$ cat src/rtl/spi_md5_pkg.sv
// Shared constants, fill FSM state type and index-width helper
// for the SPI-to-MD5 block framing path.
package spi_md5_pkg;

  localparam int BLOCK_BYTES_DEF  = 64;
  localparam int IDLE_TIMEOUT_DEF = 16;

  typedef enum logic [1:0] {
    IDLE,
    FILL,
    FULL
  } fill_state_e;

  // Byte index width; at least one bit even for tiny blocks.
  function automatic int idx_w(input int n);
    return (n <= 2) ? 1 : $clog2(n);
  endfunction

endpackage

$ cat src/rtl/spi_block_framer_if.sv
// Block handshake bundle: block_data/block_valid out, block_ready in,
// plus block_xsum when SPI_FRAMER_XSUM_EN is defined.
interface spi_block_framer_if
  import spi_md5_pkg::*;
#(
  parameter int BLOCK_BYTES = BLOCK_BYTES_DEF
);

  logic [8*BLOCK_BYTES-1:0] block_data;
  logic                     block_valid;
  logic                     block_ready;
`ifdef SPI_FRAMER_XSUM_EN
  logic [7:0]               block_xsum;

  modport master (
    output block_data,
    output block_valid,
    output block_xsum,
    input  block_ready
  );

  modport slave (
    input  block_data,
    input  block_valid,
    input  block_xsum,
    output block_ready
  );
`else
  modport master (
    output block_data,
    output block_valid,
    input  block_ready
  );

  modport slave (
    input  block_data,
    input  block_valid,
    output block_ready
  );
`endif

endinterface

$ cat src/rtl/spi_idle_timer.sv
// Saturating count of consecutive sel-low edges.
// Ports: clk, reset, sel, clr (restart), timeout (pulse, comb).
module spi_idle_timer #(
  parameter int IDLE_TIMEOUT = 16
) (
  input  logic clk,
  input  logic reset,
  input  logic sel,
  input  logic clr,
  output logic timeout
);

  localparam int CW = $clog2(IDLE_TIMEOUT + 1);
  localparam logic [CW-1:0] LAST = CW'(IDLE_TIMEOUT - 1);
  localparam logic [CW-1:0] SAT  = CW'(IDLE_TIMEOUT);

  logic [CW-1:0] cnt_q;
  logic [CW-1:0] cnt_d;

  always_comb begin
    cnt_d = cnt_q;
    if (sel || clr) begin
      cnt_d = '0;
    end else if (cnt_q != SAT) begin
      cnt_d = cnt_q + 1'b1;
    end
  end

  // High in the cycle whose edge brings the count to IDLE_TIMEOUT;
  // saturation keeps it from firing again until sel returns.
  assign timeout = !sel && !clr && (cnt_q == LAST);

  always_ff @(posedge clk) begin
    if (reset) begin
      cnt_q <= '0;
    end else begin
      cnt_q <= cnt_d;
    end
  end

endmodule

$ cat src/rtl/spi_block_framer.sv
// Assembles SPI bytes into BLOCK_BYTES-byte blocks for the MD5 core.
// Ports: clk, reset, sel, buffer, blk (master), abort, overflow.
// Option SPI_FRAMER_XSUM_EN adds blk.block_xsum (XOR of block bytes).
module spi_block_framer
  import spi_md5_pkg::*;
#(
  parameter int BLOCK_BYTES  = BLOCK_BYTES_DEF,
  parameter int IDLE_TIMEOUT = IDLE_TIMEOUT_DEF
) (
  input  logic                      clk,
  input  logic                      reset,
  input  logic                      sel,
  input  logic [7:0]                buffer,
  spi_block_framer_if.master        blk,
  output logic                      abort,
  output logic                      overflow
);

  localparam int IW = idx_w(BLOCK_BYTES);
  localparam int DW = 8 * BLOCK_BYTES;
  localparam logic [IW-1:0] LAST_IDX = IW'(BLOCK_BYTES - 1);

  fill_state_e   state_q, state_d;
  logic [2:0]    bit_cnt_q, bit_cnt_d;
  logic          byte_done_q, byte_done_d;
  logic [IW-1:0] idx_q, idx_d;
  logic [DW-1:0] fill_q, fill_d;
  logic [DW-1:0] out_data_q, out_data_d;
  logic          out_valid_q, out_valid_d;
  logic          abort_q, abort_d;
  logic          overflow_q, overflow_d;

  logic timeout;
  logic accept;
  logic out_free;
  logic last_idx;
  logic partial;
  logic capture;
  logic xfer_fill;
  logic xfer_full;
  logic xfer;
  logic tmo_fill;

  spi_idle_timer #(
    .IDLE_TIMEOUT(IDLE_TIMEOUT)
  ) u_idle_timer (
    .clk    (clk),
    .reset  (reset),
    .sel    (sel),
    .clr    (byte_done_q),
    .timeout(timeout)
  );

  assign accept   = out_valid_q && blk.block_ready;
  assign out_free = !out_valid_q || blk.block_ready;
  assign last_idx = (idx_q == LAST_IDX);
  assign partial  = (bit_cnt_q != 3'd0) || (idx_q != '0);

  always_ff @(posedge clk) begin
    if (reset) begin
      state_q <= IDLE;
    end else begin
      state_q <= state_d;
    end
  end

  always_comb begin
    state_d = state_q;
    unique case (state_q)
      IDLE: begin
        if (sel) state_d = FILL;
      end
      FILL: begin
        if (byte_done_q) begin
          if (last_idx) begin
            state_d = out_free ? IDLE : FULL;
          end
        end else if (timeout) begin
          state_d = IDLE;
        end
      end
      FULL: begin
        if (accept) begin
          state_d = (bit_cnt_q != 3'd0) ? FILL : IDLE;
        end
      end
      default: state_d = IDLE;
    endcase
  end

  always_comb begin
    capture    = (state_q == FILL) && byte_done_q;
    xfer_fill  = capture && last_idx && out_free;
    xfer_full  = (state_q == FULL) && accept;
    xfer       = xfer_fill || xfer_full;
    // Timer already yields to a capture, so no byte_done term here.
    tmo_fill   = (state_q == FILL) && timeout;
    abort_d    = tmo_fill && partial;
    overflow_d = (state_q == FULL) && byte_done_q;
  end

  always_comb begin
    byte_done_d = sel && (bit_cnt_q == 3'd7);

    bit_cnt_d = bit_cnt_q;
    if (timeout) begin
      bit_cnt_d = 3'd0;
    end else if (sel) begin
      bit_cnt_d = bit_cnt_q + 3'd1;
    end

    fill_d = fill_q;
    if (capture) begin
      fill_d[int'(idx_q)*8 +: 8] = buffer;
    end

    // Index holds at the last slot while FULL.
    idx_d = idx_q;
    if (xfer) begin
      idx_d = '0;
    end else if (capture && !last_idx) begin
      idx_d = idx_q + 1'b1;
    end else if (tmo_fill) begin
      idx_d = '0;
    end

    // Same-cycle capture of the last byte goes straight to the output.
    out_data_d  = xfer ? fill_d : out_data_q;
    out_valid_d = xfer || (out_valid_q && !accept);
  end

  always_ff @(posedge clk) begin
    if (reset) begin
      bit_cnt_q   <= 3'd0;
      byte_done_q <= 1'b0;
      idx_q       <= '0;
      fill_q      <= '0;
      out_data_q  <= '0;
      out_valid_q <= 1'b0;
      abort_q     <= 1'b0;
      overflow_q  <= 1'b0;
    end else begin
      bit_cnt_q   <= bit_cnt_d;
      byte_done_q <= byte_done_d;
      idx_q       <= idx_d;
      fill_q      <= fill_d;
      out_data_q  <= out_data_d;
      out_valid_q <= out_valid_d;
      abort_q     <= abort_d;
      overflow_q  <= overflow_d;
    end
  end

  assign blk.block_data  = out_data_q;
  assign blk.block_valid = out_valid_q;
  assign abort           = abort_q;
  assign overflow        = overflow_q;

`ifdef SPI_FRAMER_XSUM_EN
  logic [7:0] acc_q, acc_d;
  logic [7:0] acc_cap;
  logic [7:0] out_xsum_q, out_xsum_d;

  always_comb begin
    acc_cap    = capture ? (acc_q ^ buffer) : acc_q;
    acc_d      = (xfer || tmo_fill) ? 8'h00 : acc_cap;
    out_xsum_d = xfer ? acc_cap : out_xsum_q;
  end

  always_ff @(posedge clk) begin
    if (reset) begin
      acc_q      <= 8'h00;
      out_xsum_q <= 8'h00;
    end else begin
      acc_q      <= acc_d;
      out_xsum_q <= out_xsum_d;
    end
  end

  assign blk.block_xsum = out_xsum_q;
`endif

endmodule

$ cat src/flat_wrapper.sv
// flat-port wrapper written by rule: the top's interface ports become plain ports
module spi_block_framer_flat import spi_md5_pkg::*;
#(
  parameter int BLOCK_BYTES  = BLOCK_BYTES_DEF,
  parameter int IDLE_TIMEOUT = IDLE_TIMEOUT_DEF
)
  (clk, reset, sel, buffer, abort, overflow, blk_block_data, blk_block_valid, blk_block_ready);
  spi_block_framer_if #(.BLOCK_BYTES(BLOCK_BYTES)) blk_i ();
  input  logic clk;
  input  logic reset;
  input  logic sel;
  input  logic [7:0] buffer;
  output logic abort;
  output logic overflow;
  output wire logic [$bits(blk_i.block_data)-1:0] blk_block_data;
  output wire logic [$bits(blk_i.block_valid)-1:0] blk_block_valid;
  input wire logic [$bits(blk_i.block_ready)-1:0] blk_block_ready;
  assign blk_block_data = blk_i.block_data;
  assign blk_block_valid = blk_i.block_valid;
  assign blk_i.block_ready = blk_block_ready;
  spi_block_framer #(.BLOCK_BYTES(BLOCK_BYTES), .IDLE_TIMEOUT(IDLE_TIMEOUT)) u_core (.clk(clk), .reset(reset), .sel(sel), .buffer(buffer), .blk(blk_i), .abort(abort), .overflow(overflow));
endmodule
$ cat config.mk
export PLATFORM = sky130hd
export DESIGN_NAME = spi_block_framer_flat
export DESIGN_NICKNAME = d
export VERILOG_FILES = /design/src/rtl/spi_md5_pkg.sv /design/src/rtl/spi_block_framer_if.sv /design/src/rtl/spi_idle_timer.sv /design/src/rtl/spi_block_framer.sv /design/src/flat_wrapper.sv
export SDC_FILE = /design/constraint.sdc
export NUM_CORES = 2
export LEC_CHECK = 0
export BUFFER_PORTS_ARGS = -buffer_cell sky130_fd_sc_hd__buf_2
export CAP_MARGIN = 20
export CORE_MARGIN = 2
export CORE_UTILIZATION = 61
export CTS_CLUSTER_DIAMETER = 30
export DETAILED_ROUTE_END_ITERATION = 10
export PLACE_DENSITY = 0.82
export RECOVER_POWER = 100
export SLEW_MARGIN = 25
export SYNTH_ARGS = -nofsm -noshare
export SYNTH_HDL_FRONTEND = slang
export SYNTH_HIERARCHICAL = 1
export SYNTH_SLANG_ARGS = --single-unit
export TNS_END_PERCENT = 10
$ cat constraint.sdc
create_clock -name clk -period 8.2 [get_ports clk]
set_clock_uncertainty 0.2 [all_clocks]
set_input_delay 0 -clock clk [delete_from_list [all_inputs] [get_ports clk]]
set_output_delay 0 -clock clk [all_outputs]
set_load 0.03 [all_outputs]
# == Yosys cells after proc, flatten, opt, wreduce, memory -nomap -nowiden ==
# Cells that the tools add are included.
# word_totals
inputBits,12
wordCells,69
output_inout_bits,515
reg_bits,1044
# classes
add_sub_neg,4
eq_ne,10
muxes,12
n_reduce_logical,31
shifts,2
# op_table
operator,n
$bwmux 512,1
$mux 512,1
$shift 8x33->512 const A,1
$shiftx 8x33->512,1
$neg 9->33,1
$logic_and 1x1->1,13
$mux 2,6
$mux 6,2
$add 6x1->6 const B,1
$eq 6x6->1 const B,1
$pmux 2 s3,1
$reduce_bool 6->1,1
$reduce_or 2->1,3
$add 5x1->5 const B,1
$eq 5x4->1 const B,1
$logic_not 1->1,5
$logic_or 1x1->1,5
$ne 5x5->1 const B,1
$reduce_and 4->1,1
$add 3x1->3 const B,1
$eq 3x3->1 const B,1
$ne 3x1->1 const B,1
$ne 3x3->1 const B,1
$reduce_bool 3->1,1
7 further kinds,7

# == Depth between registers and ports, before layout ==
# logic_depth
ltp_word,6
depth_mapped,12
mapped_depth_nobuf,9

# == By module ==
# The synthesis kept the hierarchy.
# modules_own_cells
module,seq_area_each_um2,cells_each,area_per_inst_um2,n_inst
spi_block_framer,20799.9,4319,37475.9,1
spi_idle_timer,100.1,27,257.7,1

# == Least setup slack after synthesis ==
# No wires, ideal clock.
# synth_path
path_type,register to register
from,reg u_core.idx_q[0]
to,reg u_core.fill_q[120]
setup_ps,141
path_slack_ps,5122
stages_incl_launch_ff,12
path_buffers,4
t_arrival_ps,2737
synth_period_minus_slack_ps,3078
required_time_ps,7859
cell_sequence,dfxtp_1 buf_2 buf_2 inv_1 ha_1 nor3b_4 xnor2_1 clkbuf_1 buf_2 o211ai_2 nor2_1 o32ai_1
# synth_via
elab_chain_len,4
# synth_rtl
element,line,source
from (decl),spi_block_framer.sv:26,"logic [IW-1:0] idx_q, idx_d;"
from (signal assigned),spi_block_framer.sv:145,idx_q <= idx_d;
$neg 9->33 *,spi_block_framer.sv:114,fill_d[int'(idx_q)*8 +: 8] = buffer;
$shiftx 8x33->512 / $shift 8x33->512 (equally long branches),spi_block_framer.sv:114,
$bwmux 512 *,spi_block_framer.sv:114,
$mux 512 *,spi_block_framer.sv:113,if (capture) begin
to (signal assigned),spi_block_framer.sv:146,fill_q <= fill_d;
to (decl),spi_block_framer.sv:27,"logic [DW-1:0] fill_q, fill_d;"
# Mark *: on every way between the ends. The rest lies on a longest branch, timed or not.
# A chain may end at the register's enable or synchronous reset.

# == Worst setup path in the final report ==
# layout_path
from,reg u_core.idx_q[0]
to,reg u_core.out_data_q[243] (netlist: u_core/blk.block_data[243])
# layout_via
elab_chain_len,4
# layout_rtl
element,line,source
$neg 9->33 / $eq 6x6->1 (equally long branches),"spi_block_framer.sv:114, spi_block_framer.sv:56",
$shiftx 8x33->512 (tied with other cells),spi_block_framer.sv:114,
$bwmux 512 / $logic_and 1x1->1 (equally long branches),"spi_block_framer.sv:114, spi_block_framer.sv:93",
$mux 512 / $logic_or 1x1->1 (equally long branches),"spi_block_framer.sv:113, spi_block_framer.sv:95",
to (signal assigned),spi_block_framer.sv:147,out_data_q <= out_data_d;
to (decl),spi_block_framer.sv:28,"logic [DW-1:0] out_data_q, out_data_d;"
# Parallel ways exist; a longest one is shown, timed or not.

==> metrics.yaml <==
placed_design:
  place_inst: 5343
  port_buffers: 526
  dpl_worst_slack_ns: 3.52
  gp_congestion: 0.949
  dp_hpwl_um: 75200
power:
  seq_power_share_pct: 41.7
  power_switching_w: 0.00263
  p_comb_share_pct: 1.5
  internal-power_w: 0.00955
  powerDensity_nw_per_um2: 269
  switching_share_pct: 21.6
  ir_worst_vdd_v: 0.000270
  power_frac_clock_pct: 56.8
  p_leak_nw: 16.1
  p_total_w: 0.0122
worst_setup_path:
  path_buf_inv: 3
  crit_required_ns: 8.64
  cp-start-kind: "register"
  cp_top_family: "buffers and inverters"
  crit_fanout: 174
  arrival_ns: 6.42
  critPathCaptureType: "register"
  cp_cell_sequence: "clkbuf_1, ha_1, and4_1, nand3_1, a21oi_4, clkbuf_2, buf_16, o21ai_0, a31oi_1"
  slowest_delay_ns: 1.83
  critical_path_class: "reg -> reg"
  slowest_stage: "clkbuf_2"
clock_network:
  cts_sinks: 1044
  cts-root-buf: "clkbuf_16"
  cts_buffers: 158
  htree_levels: 4
  cts_tree: "built"
  clock_path_buffers: 3
  postCtsResizedCells: 0
  clk_latency_ns: 0.73
  path_clk_slew_ns: 0.05
grt:
  grt_use_met1_pct: 47.6
  grt_pass1_wl_um: 187000
  grt_overflow: 0
  track_usage_pct: 37.6
  met3_usage_pct: 9.30
  antenna_found_initial: 3
  gr-usage-met2_pct: 58.7
  busiest_layer: "met2"
  grt_pass1_vias: 32900
  grt_max_degree: 290
die:
  rows: 91
  fp.dieW_um: 253
  initial_core_util_pct: 61.4
  dieArea_um2: 63900
  num_io_pins: 527
  core_area_um2: 61500
  die_y_um: 253
timing:
  setup_tns_ns: 0
  rsz0062_at_grt: "no"
  fin_crit_sh_pct: 72.9
  final_hold_viol_count: 0
  final.setup.worst_slack_ns: 2.22
  fmax_mhz: 167
  relSlewSlack_pct: -73.2
  finalMaxSlewViolations: 314
  setup_viol: 0
  tightest_slew_ns: 2.60
  period_minus_slack_ns: 5.98
routing:
  ant_nets: 0
  drcViolationCount: 0
  routed_wl_um: 125000
  via_count: 34800
  vias_per_cell: 6.16
  wire_per_inst_um: 22.1
  first_iter_violations: 4507
  first_pass_iters: 8
synthesis:
  synth_xor_area_share_pct: 0.275
  synth_edf_count: 0
  ys.warnings.count: 6
  synthMuxAreaShare_pct: 4.51
  syn_area_um2: 37700
  synth-async-reset-ratio_pct: 0
  synth_adder_area_share_pct: 0.298
  ys_types: 75
  syn-num-nets: 4367
  synth-main-ff-cell: "dfxtp_1"
  ys_ff_latch: 1044
  synth_cells: 4346
  yosys.area_share.simple_pct: 17.3
  yosysSeqAreaShare_pct: 55.4
  synth.avg_cell_area_um2: 8.68
  synth_top_family_by_area: "compound AO/OA/AOI/OAI gates"
  synth_compound_area_share_pct: 18.1
final_layout:
  syn_to_final_growth_pct: 20.2
  layout.cells.non_filler: 5652
  fillers: 4619
  final_nets: 4750
  drive_gt1_share_pct: 7.59
run_status:
  violations: "max-capacitance violations, max-slew violations"
  outcome: "finished, violations left"
worst_hold_path:
  hp-class: "in -> reg"
run:
  cap_viol_max_count: 11
[layout make-up]
| class | count | area [um^2] | area share (%) |
|---|---|---|---|
| Tap cell | 790 | 988 | 2.18 |
| Antenna cell | 1 | 2.50 | 0.00552 |
| Inverter | 18 | 75.1 | 0.165 |
| Clock buffer | 197 | 4370 | 9.62 |
| Timing Repair Buffer | 589 | 2570 | 5.67 |
| Sequential cell | 1044 | 20900 | 46.1 |
| Clock inverter | 95 | 1220 | 2.69 |
| Multi-Input combinational cell | 2918 | 15200 | 33.6 |
[worst reg2reg max path, stage by stage, from the launching register on]
cell	delay [ns]
dfxtp_1	0.62
clkbuf_1	0.93
ha_1	0.37
and4_1	0.29
nand3_1	0.19
a21oi_4	0.38
clkbuf_2	1.83
buf_16	0.49
o21ai_0	0.40
a31oi_1	0.22
[flip-flops by register name, summed over array words and instances (netlist names)]
signal                     flops
u_core/abort                   1
u_core/blk.block_valid         1
u_core/overflow                1
u_core/u_idle_timer/cnt_q      5
u_core/byte_done_q             1
u_core/state_q                 2
u_core/blk.block_data        512
u_core/fill_q                512
u_core/bit_cnt_q               3
u_core/idx_q                   6
[path summary, 6_finish.rpt]
check                                         from                          to  slack, ns  depth (start not counted)
worst max-delay path               u_core/idx_q[0]  u_core/blk.block_data[243]       2.22                          9
worst min register to register  u_core/fill_q[411]  u_core/blk.block_data[411]       0.22                          2
worst max register to register     u_core/idx_q[0]  u_core/blk.block_data[243]       2.22                          9
worst min-delay path                     buffer[2]           u_core/fill_q[50]       0.06                          3
[cells in the mapped netlist, types with 18 or more instances]
master / count / area (um^2)
nor2_1: 207 / 777
o21ai_0: 340 / 1700
a22oi_1: 31 / 233
a22o_1: 39 / 342
clkbuf_1: 276 / 1040
nand3_1: 228 / 1140
a21oi_1: 627 / 3140
mux2i_1: 169 / 1690
dfxtp_1: 1044 / 20900
and2_1: 18 / 113
buf_2: 78 / 390
nor3_1: 32 / 160
nand4_1: 30 / 188
nand2_1: 918 / 3450
inv_1: 18 / 67.6
o32ai_1: 20 / 175
a31oi_1: 60 / 375
[cell families (layout without fill, tap and decap cells)]
group / after synthesis / in the layout
buffers and inverters: 384 / 899
multiplexers: 170 / 170
flip-flops: 1044 / 1044
XOR/XNOR: 11 / 11
AND/OR/NAND/NOR: 1521 / 1521
AO/OA/AOI/OAI: 1207 / 1207
adder cells (fa/ha/maj): 9 / 9
other: 0 / 1
[per-stage QoR]
step	cell area [um^2]	hold WS (ns)	util [%]
6_report	45400	0.0626	73.8
3_3_place_gp	40400	0.168	65.6
4_1_cts	46100	0.0132	75.1
2_1_floorplan	37700	-0.0153	-
3_5_place_dp	40400	0.182	65.8
5_1_grt	45400	0.0411	73.8
[power by group through the flow]
| stage | Combinational [W] | Sequential (W) | Clock [W] |
|---|---|---|---|
| 6_report | 0.000186 | 0.00508 | 0.00692 |
| 5_1_grt | 0.000190 | 0.00508 | 0.00718 |
| 4_1_cts | 0.000176 | 0.00508 | 0.00694 |
| 3_5_place_dp | 0.000172 | 0.00519 | 0 |
| 3_3_place_gp | 0.000171 | 0.00519 | 0 |
| 2_1_floorplan | 0.000105 | 0.00519 | 0 |
[layer usage]
layer | part of all wire (%) | vias to the layer above
met3 | 10 | 386
met2 | 45 | 1969
met1 | 39 | 16700
met4 | 5.8 | 2
met5 | 0.010 | -
li1 | - | 15800
[cell usage in the layout, fill, tap and decap left out, types with 20 or more instances in the layout]
| cell | Yosys | routed |
|---|---|---|
| dfxtp_1 | 1044 | 1044 |
| nand2_1 | 918 | 918 |
| a21oi_1 | 627 | 625 |
| clkbuf_1 | 276 | 540 |
| o21ai_0 | 340 | 340 |
| nand3_1 | 228 | 230 |
| nor2_1 | 207 | 204 |
| mux2i_1 | 169 | 169 |
| clkbuf_16 | 0 | 162 |
| a31oi_1 | 60 | 60 |
| a22o_1 | 39 | 39 |
| nand4_1 | 30 | 34 |
| nor3_1 | 32 | 33 |
| buf_4 | 5 | 33 |
| a22oi_1 | 31 | 31 |
| clkinv_2 | 0 | 25 |
| bufinv_16 | 0 | 20 |
| o32ai_1 | 20 | 20 |
[what timing repair did]
| action | 4_1_cts | 5_1_grt |
|---|---|---|
| hold buffers | 12 | 0 |
| endpoints found under the hold margin | 473 | 0 |
| buffers inserted | 0 | 0 |
No activity file was read; power rests on OpenSTA's default activity.
